**src/rtl/m92_pkg.sv**
```systemverilog
// Shared types for the M92 core: ROM load region table, board config byte,
// and the ROM loader state encoding.
package m92_pkg;

   // One entry of the ROM download table. A non-zero bram_cs routes the
   // region to an on-chip BRAM; otherwise it goes to SDRAM at base_addr.
   typedef struct packed {
      logic [24:0] base_addr;
      logic        reorder_64;
      logic [7:0]  bram_cs;
      logic [24:0] max_len;
   } load_region_t;

   // Board configuration byte appended after the last ROM region.
   typedef struct packed {
      logic [2:0] reserved;
      logic       kick_harness;
      logic [3:0] board_id;
   } board_cfg_t;

   typedef enum logic [2:0] {
      ST_IDLE,
      ST_LEN,
      ST_DATA,
      ST_SDR_WAIT,
      ST_CFG,
      ST_DONE
   } loader_state_t;

   // Default M92 table, in stream order. Element 0 is the rightmost entry.
   localparam load_region_t [5:0] LOAD_REGIONS_V2 = {
      load_region_t'{25'h0000000, 1'b0, 8'h02, 25'h0000800},  // 5: palette/eeprom BRAM
      load_region_t'{25'h0400000, 1'b0, 8'h00, 25'h0080000},  // 4: sound samples
      load_region_t'{25'h0000000, 1'b0, 8'h01, 25'h0020000},  // 3: sound cpu BRAM
      load_region_t'{25'h0200000, 1'b1, 8'h00, 25'h0200000},  // 2: sprites, reordered
      load_region_t'{25'h0100000, 1'b1, 8'h00, 25'h0100000},  // 1: tiles, reordered
      load_region_t'{25'h0000000, 1'b0, 8'h00, 25'h0100000}   // 0: main cpu
   };

endpackage

```
**src/rtl/rom_addr_swizzle.sv**
```systemverilog
// Maps a byte offset within a region to an SDRAM word address: optional
// 64-byte block reorder, then base add, with bit 0 forced low.
module rom_addr_swizzle #(
   parameter int ADDR_W = 25
) (
   input  logic [ADDR_W-1:0] base_addr,
   input  logic              reorder_64,
   input  logic [ADDR_W-1:0] offset,
   output logic [ADDR_W-1:0] addr
);

   logic [ADDR_W-1:0] swz;

   // Reorder swaps offset fields [5:3] and [2:1] inside each 64-byte block.
   always_comb begin
      if (reorder_64)
         swz = {offset[ADDR_W-1:6], offset[2:1], offset[5:3], offset[0]};
      else
         swz = offset;
      addr    = base_addr + swz;
      addr[0] = 1'b0;
   end

endmodule

```
**src/rtl/rom_loader.sv**
```systemverilog
// ROM download scatter engine: parses the ioctl byte stream into
// length-prefixed regions, writes them to SDRAM (16-bit words) or BRAM
// (bytes), then captures a trailing board config byte.
module rom_loader
   import m92_pkg::*;
#(
   parameter int                               NUM_REGIONS = 6,
   parameter load_region_t [NUM_REGIONS-1:0]   REGIONS     = LOAD_REGIONS_V2,
   parameter int                               ADDR_W      = 25
) (
   input  logic              clk_sys,
   input  logic              reset_n,
   input  logic              ioctl_download,
   input  logic              ioctl_wr,
   input  logic [7:0]        ioctl_dout,
   output logic              ioctl_wait,
   output logic              sdr_req,
   output logic [ADDR_W-1:0] sdr_addr,
   output logic [15:0]       sdr_data,
   output logic [1:0]        sdr_be,
   input  logic              sdr_ack,
   output logic [7:0]        bram_cs,
   output logic [ADDR_W-1:0] bram_addr,
   output logic [7:0]        bram_data,
   output logic              bram_we,
   output logic [2:0]        cur_region,
   output logic [7:0]        board_cfg,
   output logic              load_done,
   output logic              load_error
);

   loader_state_t     state_reg, state_next;
   logic [2:0]        region_reg, region_next;
   logic [ADDR_W-1:0] len_reg, len_next;
   logic [1:0]        len_cnt_reg, len_cnt_next;
   logic [ADDR_W-1:0] offset_reg, offset_next;
   logic [7:0]        lo_byte_reg, lo_byte_next;
   logic              abort_reg, abort_next;
   logic              dl_prev_reg;
   logic              req_reg, req_next;
   logic              wait_reg, wait_next;
   logic [ADDR_W-1:0] addr_reg, addr_next;
   logic [15:0]       data_reg, data_next;
   logic [1:0]        be_reg, be_next;
   logic [7:0]        bram_cs_reg, bram_cs_next;
   logic [ADDR_W-1:0] bram_addr_reg, bram_addr_next;
   logic [7:0]        bram_data_reg, bram_data_next;
   logic              bram_we_reg, bram_we_next;
   logic [7:0]        cfg_reg, cfg_next;
   logic              done_reg, done_next;
   logic              error_reg, error_next;

   load_region_t      cur_def;
   logic [ADDR_W-1:0] launch_addr;
   logic [31:0]       full_len;
   logic              last_byte;
   logic              region_done;
   logic              dl_rise, dl_fall;

   assign dl_rise = ioctl_download & ~dl_prev_reg;
   assign dl_fall = ~ioctl_download & dl_prev_reg;

   // Select the table entry for the region currently being loaded.
   always_comb begin
      cur_def = '0;
      for (int i = 0; i < NUM_REGIONS; i++)
         if (region_reg == 3'(i))
            cur_def = REGIONS[i];
   end

   rom_addr_swizzle #(.ADDR_W(ADDR_W)) u_swizzle (
      .base_addr  (ADDR_W'(cur_def.base_addr)),
      .reorder_64 (cur_def.reorder_64),
      .offset     (offset_reg),
      .addr       (launch_addr)
   );

   // Next-state and registered-output logic; a byte arriving together with
   // a download drop is consumed before the abort is applied.
   always_comb begin
      state_next     = state_reg;
      region_next    = region_reg;
      len_next       = len_reg;
      len_cnt_next   = len_cnt_reg;
      offset_next    = offset_reg;
      lo_byte_next   = lo_byte_reg;
      abort_next     = abort_reg;
      req_next       = req_reg;
      wait_next      = wait_reg;
      addr_next      = addr_reg;
      data_next      = data_reg;
      be_next        = be_reg;
      bram_cs_next   = 8'h00;
      bram_addr_next = bram_addr_reg;
      bram_data_next = bram_data_reg;
      bram_we_next   = 1'b0;
      cfg_next       = cfg_reg;
      done_next      = done_reg;
      error_next     = error_reg;
      region_done    = 1'b0;
      full_len       = {len_reg[23:0], ioctl_dout};
      last_byte      = (offset_reg + ADDR_W'(1)) == len_reg;

      case (state_reg)
         ST_IDLE: begin
            if (dl_rise) begin
               done_next    = 1'b0;
               error_next   = 1'b0;
               region_next  = 3'd0;
               len_next     = '0;
               len_cnt_next = 2'd0;
               offset_next  = '0;
               state_next   = ST_LEN;
            end
         end
         ST_LEN: begin
            if (ioctl_wr) begin
               len_next     = ADDR_W'(full_len);
               len_cnt_next = len_cnt_reg + 2'd1;
               if (len_cnt_reg == 2'd3) begin
                  if (full_len == 32'd0) begin
                     region_done = 1'b1;
                  end else if (full_len > {7'd0, cur_def.max_len}) begin
                     error_next = 1'b1;
                     state_next = ST_IDLE;
                  end else begin
                     offset_next = '0;
                     state_next  = ST_DATA;
                  end
               end
            end
         end
         ST_DATA: begin
            if (ioctl_wr) begin
               offset_next = offset_reg + ADDR_W'(1);
               if (cur_def.bram_cs != 8'h00) begin
                  bram_we_next   = 1'b1;
                  bram_cs_next   = cur_def.bram_cs;
                  bram_addr_next = offset_reg;
                  bram_data_next = ioctl_dout;
                  region_done    = last_byte;
               end else if (!offset_reg[0] && !last_byte) begin
                  lo_byte_next = ioctl_dout;
               end else begin
                  req_next   = 1'b1;
                  wait_next  = 1'b1;
                  addr_next  = launch_addr;
                  state_next = ST_SDR_WAIT;
                  if (offset_reg[0]) begin
                     data_next = {ioctl_dout, lo_byte_reg};
                     be_next   = 2'b11;
                  end else begin
                     data_next = {8'h00, ioctl_dout};
                     be_next   = 2'b01;
                  end
               end
            end
         end
         ST_SDR_WAIT: begin
            if (ioctl_wr)
               error_next = 1'b1;
            if (dl_fall) begin
               error_next = 1'b1;
               abort_next = 1'b1;
            end
            if (sdr_ack) begin
               req_next  = 1'b0;
               wait_next = 1'b0;
               if (abort_reg || dl_fall) begin
                  abort_next = 1'b0;
                  state_next = ST_IDLE;
               end else if (offset_reg == len_reg) begin
                  region_done = 1'b1;
               end else begin
                  state_next = ST_DATA;
               end
            end
         end
         ST_CFG: begin
            if (ioctl_wr) begin
               cfg_next   = ioctl_dout;
               done_next  = 1'b1;
               state_next = ST_DONE;
            end
         end
         ST_DONE: begin
            if (dl_fall)
               state_next = ST_IDLE;
         end
         default: state_next = ST_IDLE;
      endcase

      if (region_done) begin
         if (region_reg == 3'(NUM_REGIONS - 1)) begin
            state_next = ST_CFG;
         end else begin
            region_next  = region_reg + 3'd1;
            len_next     = '0;
            len_cnt_next = 2'd0;
            state_next   = ST_LEN;
         end
      end

      if (dl_fall && (state_reg == ST_LEN || state_reg == ST_DATA || state_reg == ST_CFG)) begin
         if (state_next == ST_SDR_WAIT) begin
            abort_next = 1'b1;
            error_next = 1'b1;
         end else if (state_next == ST_DONE) begin
            state_next = ST_IDLE;
         end else begin
            error_next = 1'b1;
            state_next = ST_IDLE;
         end
      end
   end

   // State and output registers, cleared asynchronously by reset_n.
   always_ff @(posedge clk_sys or negedge reset_n) begin
      if (!reset_n) begin
         state_reg     <= ST_IDLE;
         region_reg    <= 3'd0;
         len_reg       <= '0;
         len_cnt_reg   <= 2'd0;
         offset_reg    <= '0;
         lo_byte_reg   <= 8'h00;
         abort_reg     <= 1'b0;
         dl_prev_reg   <= 1'b0;
         req_reg       <= 1'b0;
         wait_reg      <= 1'b0;
         addr_reg      <= '0;
         data_reg      <= 16'h0000;
         be_reg        <= 2'b00;
         bram_cs_reg   <= 8'h00;
         bram_addr_reg <= '0;
         bram_data_reg <= 8'h00;
         bram_we_reg   <= 1'b0;
         cfg_reg       <= 8'h00;
         done_reg      <= 1'b0;
         error_reg     <= 1'b0;
      end else begin
         state_reg     <= state_next;
         region_reg    <= region_next;
         len_reg       <= len_next;
         len_cnt_reg   <= len_cnt_next;
         offset_reg    <= offset_next;
         lo_byte_reg   <= lo_byte_next;
         abort_reg     <= abort_next;
         dl_prev_reg   <= ioctl_download;
         req_reg       <= req_next;
         wait_reg      <= wait_next;
         addr_reg      <= addr_next;
         data_reg      <= data_next;
         be_reg        <= be_next;
         bram_cs_reg   <= bram_cs_next;
         bram_addr_reg <= bram_addr_next;
         bram_data_reg <= bram_data_next;
         bram_we_reg   <= bram_we_next;
         cfg_reg       <= cfg_next;
         done_reg      <= done_next;
         error_reg     <= error_next;
      end
   end

   assign ioctl_wait = wait_reg;
   assign sdr_req    = req_reg;
   assign sdr_addr   = addr_reg;
   assign sdr_data   = data_reg;
   assign sdr_be     = be_reg;
   assign bram_cs    = bram_cs_reg;
   assign bram_addr  = bram_addr_reg;
   assign bram_data  = bram_data_reg;
   assign bram_we    = bram_we_reg;
   assign cur_region = region_reg;
   assign board_cfg  = cfg_reg;
   assign load_done  = done_reg;
   assign load_error = error_reg;

endmodule

```
**config.mk**
```make
export PLATFORM = sky130hd
export DESIGN_NAME = rom_loader
export DESIGN_NICKNAME = d
export VERILOG_FILES = /design/src/rtl/m92_pkg.sv /design/src/rtl/rom_addr_swizzle.sv /design/src/rtl/rom_loader.sv
export SDC_FILE = /design/constraint.sdc
export NUM_CORES = 1
export LEC_CHECK = 0
export ABC_AREA = 1
export BUFFER_PORTS_ARGS = -buffer_cell sky130_fd_sc_hd__buf_4
export CORE_ASPECT_RATIO = 1.2
export CORE_UTILIZATION = 50
export DETAILED_ROUTE_END_ITERATION = 8
export PLACE_DENSITY_LB_ADDON = 0.05
export REMOVE_ABC_BUFFERS = 1
export SYNTH_ARGS = -nofsm -noshare
export SYNTH_HDL_FRONTEND = slang
export SYNTH_SLANG_ARGS = --single-unit
```
**constraint.sdc**
```tcl
create_clock -name clk_sys -period 4.3 [get_ports clk_sys]
set_clock_uncertainty 0.15 [all_clocks]
set_input_delay 0.86 -clock clk_sys [delete_from_list [all_inputs] [get_ports clk_sys]]
set_output_delay 0.86 -clock clk_sys [all_outputs]
set_load 0.02 [all_outputs]
```
# Word-level counts from Yosys, hierarchy flattened
# Index checks and enable logic that the tools add are counted.
[totals]
memories = 0
elab_cells = 164
regBits = 163
latch_bits = 0
input_bits = 13
rom_bits = 0
output_inout_bits = 100
mem_bits_rw = 0
[classes]
eq_ne = 25
addsub = 4
div = 0
reduce_logical = 21
n_lt_le_gt_ge = 1
n_mul = 0
n_bitwise = 6
n_shift = 0
mux = 88
[op_table]
columns = ["op", "count"]
rows = [
  ["2-to-1 mux 25 bit", 10],
  ["2-to-1 mux 59 bit", 4],
  ["one-hot mux 25 bit (3 select lines)", 1],
  ["2-to-1 mux 3 bit", 20],
  ["2-to-1 mux 55 bit", 1],
  ["equality test 25 bit", 2],
  ["one-hot mux 25 bit (2 select lines)", 1],
  ["2-to-1 mux 1 bit", 33],
  ["> comparator 32 x 25 -> 1 bit", 1],
  ["zero test 32 bit", 1],
  ["adder 25 x 1 -> 25 bit, second input constant", 1],
  ["adder 25 bit", 1],
  ["2-to-1 mux 8 bit", 3],
  ["2-to-1 mux 21 bit", 1],
  ["!= test 2 bit, second input constant", 10],
  ["one-hot mux 3 bit (6 select lines)", 1],
  ["2-to-1 mux 16 bit", 1],
  ["equality test 3 x 2 -> 1 bit, second input constant", 5],
  ["equality test 3 bit, second input constant", 5],
  ["2-to-1 mux 2 bit", 6],
  ["AND reduction 4 bit", 2],
  ["nonzero test 8 bit", 1],
  ["AND reduction 7 bit", 1],
  ["equality test 3 x 1 -> 1 bit, second input constant", 2],
  ["18 further kinds", 31],
]

# Longest topological paths before layout
[logic_depth]
word_depth = 18
ltp_mapped = 21
depth_no_buf = 19

# Hierarchy
# A second synthesis with hierarchy kept.
[unflattened]
cells_unflattened = 1403
area_unflattened_um2 = 10124.7
[by_module_without_submodules]
columns = ["mod", "seq_area_each_um2", "cells_each", "n_inst", "area_per_inst_um2"]
rows = [
  ["rom_loader", 3953.8, 1018, 1, 8230.4],
  ["rom_addr_swizzle", 0.0, 385, 1, 1894.3],
]

# Worst setup path before layout
# Ideal clock, no wire load.
[synth_timing]
path_type = "register -> register"
from = "reg region_reg[0] (netlist: cur_region[0])"
to = "reg offset_reg[20]"
setup_time_ps = 120
synth_period_minus_slack_ps = 3318
slack_ps = 982
stages_incl_launch_ff = 15
arrival_time_ps = 3048
n_path_buf = 1
required_time_ps = 4030
cell_sequence = "dfrtp_1 > ha_1 > ha_1 > nor3_1 > inv_1 > ha_1 > nand3_1 > nor3_1 > nand2_1 > o21ai_0 > nand2_1 > a211oi_2 > clkbuf_1 > nand3_1 > and3_1"
[synth_via]
elab_chain_len = 10
word_cells_on_any_way = 15
classes_between = "order compare: 1; eq/ne: 6; mux: 6; reduce/logical: 2"
[synth_rtl]
columns = ["item", "line_no", "text"]
rows = [
  ["start: declaration", "rom_loader.sv:33", "logic [2:0] region_reg, region_next;"],
  ["start signal: assignment", "rom_loader.sv:242", "region_reg <= region_next;"],
  ["zero test 3 bit", "rom_loader.sv:67", "if (region_reg == 3'(i))"],
  ["2-to-1 mux 21 bit", "rom_loader.sv:67", ""],
  ["2-to-1 mux 55 bit", "rom_loader.sv:67", ""],
  ["2-to-1 mux 59 bit (3 in series)", "rom_loader.sv:67", ""],
  ["2-to-1 mux 59 bit (*)", "rom_loader.sv:67", ""],
  ["> comparator 32 x 25 -> 1 bit (*)", "rom_loader.sv:123", "end else if (full_len > {7'd0, cur_def.max_len}) begin"],
  ["!= test 2 bit (no source line) (*)", "n/a", ""],
  ["AND reduction 7 bit (no source line) (*)", "n/a", ""],
  ["end signal: assignment", "rom_loader.sv:245", "offset_reg <= offset_next;"],
  ["end: declaration", "rom_loader.sv:36", "logic [ADDR_W-1:0] offset_reg, offset_next;"],
]
# Mark *: on every way between the ends. The rest lies on a longest branch, timed or not.
# A chain may end at the register's enable or synchronous reset.

# Worst setup path after layout
[layout_timing]
from = "reg region_reg[0] (netlist: cur_region[0])"
to = "reg offset_reg[12]"
# Same word-level chain as after synthesis.

==> results.yml <==
logic_synthesis:
  synthTopCellsByCount: "nand2_1 (294), dfrtp_1 (157), inv_1 (113)"
  synth_edf_count: 0
  synthTopCellsByArea: "dfrtp_1 (46%), nand2_1 (13%), o21ai_0 (5.8%)"
  ys_types: 47
  async_reset_ff_share_pct: 100
  syn_area_per_cell_sq_um: 7.83
  yosysSeqAreaShare_pct: 46.3
  netlist_area_sq_um: 8480
  ys.flop_type: "dfrtp_1"
  yosysTopAreaCell: "dfrtp_1"
  synth.most_common_cell: "nand2_1"
  synth_seq_cells: 157
  netlist_instances: 1083
  yosys_warnings: 0
  synth_top_cell_area_share_pct: 46.3
placed_design:
  hpwl_mm: 16.6
  place_congestion: 0.906
  io_buffers: 105
clock_network:
  clk_latency_ps: 430
  post_cts_buffers: 0
  clk_pin_slew_ps: 70
  clkSinkCount: 157
  htree_levels: 4
  cts-buffers-inserted: 17
  holdBufCountCts: 0
  clock_path_buffers: 2
  root_buffer: "clkbuf_16"
  ctsResizeCount: 0
  cts_tree: "yes"
pwr:
  total_power_mw: 5.79
  max-vdd-ir-drop_mv: 0.349
  p_leak_nw: 5.01
  powerDensity_nw_per_um2: 579
outcome:
  status: "finished, final reports clean"
route:
  dr.pass1.iters: 6
  post_drt_wl_per_cell_um: 16.1
  wl_met1_mm: 10.3
  drc: 0
  drtIter0Drc: 567
  viasPerCell: 5.38
  route.met2.wl_mm: 10.8
  wl_met3_mm: 1.16
  drt_wl_total_mm: 22.6
  vias: 7569
  ant_nets: 0
  highest_layer: "met4"
final_layout:
  nFillCells: 1576
  antenna_cells: 0
  drive_above_1_share_pct: 15.7
  area_growth_pct: 17.9
  seq_area_sq_um: 3930
  multi_input_area_sq_um: 3880
  fin_nets: 1211
sta:
  rsz0062_at_grt: "false"
  whs_ps: 281
  tightest_slew_ps: 980
  min_period_ps: 3610
  post-route-period-util_pct: 84.1
  drv_slew: 0
  fmax_mhz: 277
  finalHoldViolCount: 0
  setup_violations: 0
  maxSlewHeadroom_pct: 34.7
critical_path:
  endpoint_kind: "flip-flop"
  cp_slowest_cell: "dfrtp_1"
  crit_type: "flip-flop to flip-flop"
  start_kind: "flip-flop"
  worstPathRequired_ps: 4470
  crit_family: "simple AND/OR/NAND/NOR gates"
  path_cells: "ha_1, ha_1, nor3_1, inv_1, ha_1, nand3_1, nor3_1, nand2_1, o21ai_0, nand2_1, a211oi_4, nand2_1, and3_1"
  cp.arrival_ps: 3790
  cpPeakStageDelay_ps: 430
  crit_fanout: 12
  cp_num_buf_inv: 1
global_route:
  antenna_found_initial: 0
  grt_start_max_net_pins: 80
  grt_pass1_vias: 6956
  grt_first_pass_wirelength_mm: 35.9
  grt_usage_pct: 26.8
  overflow: 0
die:
  rows: 51
  core_area_sq_um: 16400
  io_pins: 113
  die_w_um: 121
  fp.dieH_um: 145
  initial_utilization_pct: 51.7
  dieArea_sq_um: 17500
hold_path:
  hp-class: "input pin to asynchronous set/reset pin"
run:
  cap_viol_max_count: 0
metrics by stage:
stage,utilization (%),instances,TNS (ps),cell area [sq um],worst slack (ps)
detailed placement,57.4,1374,0,9410,682
CTS,61.0,1406,0,10000,671
finish,61.0,1406,0,10000,685
floorplan,-,1045,-4820,8250,-485
global route,61.0,1406,0,10000,430
global placement,57.4,1374,0,9410,799
final timing paths:
path	start	endpoint	slack, ps	depth (start not counted)
setup / recovery	cur_region[0]	offset_reg[12]	690	13
hold / removal	reset_n	sdr_be[1]	280	1
setup reg to reg	cur_region[0]	offset_reg[12]	690	13
hold reg to reg	sdr_be[0]	sdr_be[0]	310	2
max in group asynchronous	reset_n	len_reg[10]	2750	2
min in group clk_sys	sdr_be[0]	sdr_be[0]	310	2
kinds of logic after synthesis:
group	Yosys count	synth area share, %
xor gates and xnor gates	25	2.75
AOI/OAI and AO/OA	176	11.4
DFF	157	46.3
buffers and inverters	163	8.25
other	1	0.0442
muxes	1	0.133
and+or+nand+nor	543	28.5
adders and majority gates	17	2.60
worst register-to-register path, cell delays in order, from the launching register on:
cell and delay (ps):
dfrtp_1 430, ha_1 260, ha_1 220, nor3_1 310, inv_1 140, ha_1 320, nand3_1 100, nor3_1 130
nand2_1 80, o21ai_0 240, nand2_1 140, a211oi_4 320, nand2_1 350, and3_1 310
metal layers:
| metal | vias to the layer above | GRT usage, % |
|---|---|---|
| met2 | 228 | 43.2 |
| met4 | 0 | 8.12 |
| met1 | 3595 | 36.2 |
| li1 | 3713 | - |
| met5 | - | 0 |
| met3 | 33 | 5.64 |
report_power, final:
part           leakage [nW]  internal, mW  total (mW)  switching (mW)
Clock                 0.283         0.841        1.49           0.652
Sequential             2.05          1.78        2.09           0.304
Combinational          2.68         0.801        2.21            1.41
layout make-up:
class,count,share of cell area (%)
clock buffers,19,4.53
well taps,212,2.65
clock inverters,13,1.31
flip-flops and latches,157,39.3
inverters,119,4.54
repair buffers,117,8.82
multi-input cells,769,38.8
cells in the final DEF, fill, tap and decap left out, drive strengths merged:
cell,instances
clkbuf,19
a211oi,1
clkinv,6
nand4,28
o22ai,4
inv,123
mux2,1
nand3,64
nor3,15
o21bai,2
nor3b,2
dfrtp,157
ha,16
nor2,115
o21ai,126
fa,1
nand3b,3
xnor2,7
clkinvlp,2
a31oi,1
and3,4
a22oi,24
a21oi,15
nand2,303
o2111ai,1
xnor3,1
bufinv,1
xor2,17
nor4,7
and2,2
conb,7
buf,117
o21a,2
(Power assumes the default switching activity.)
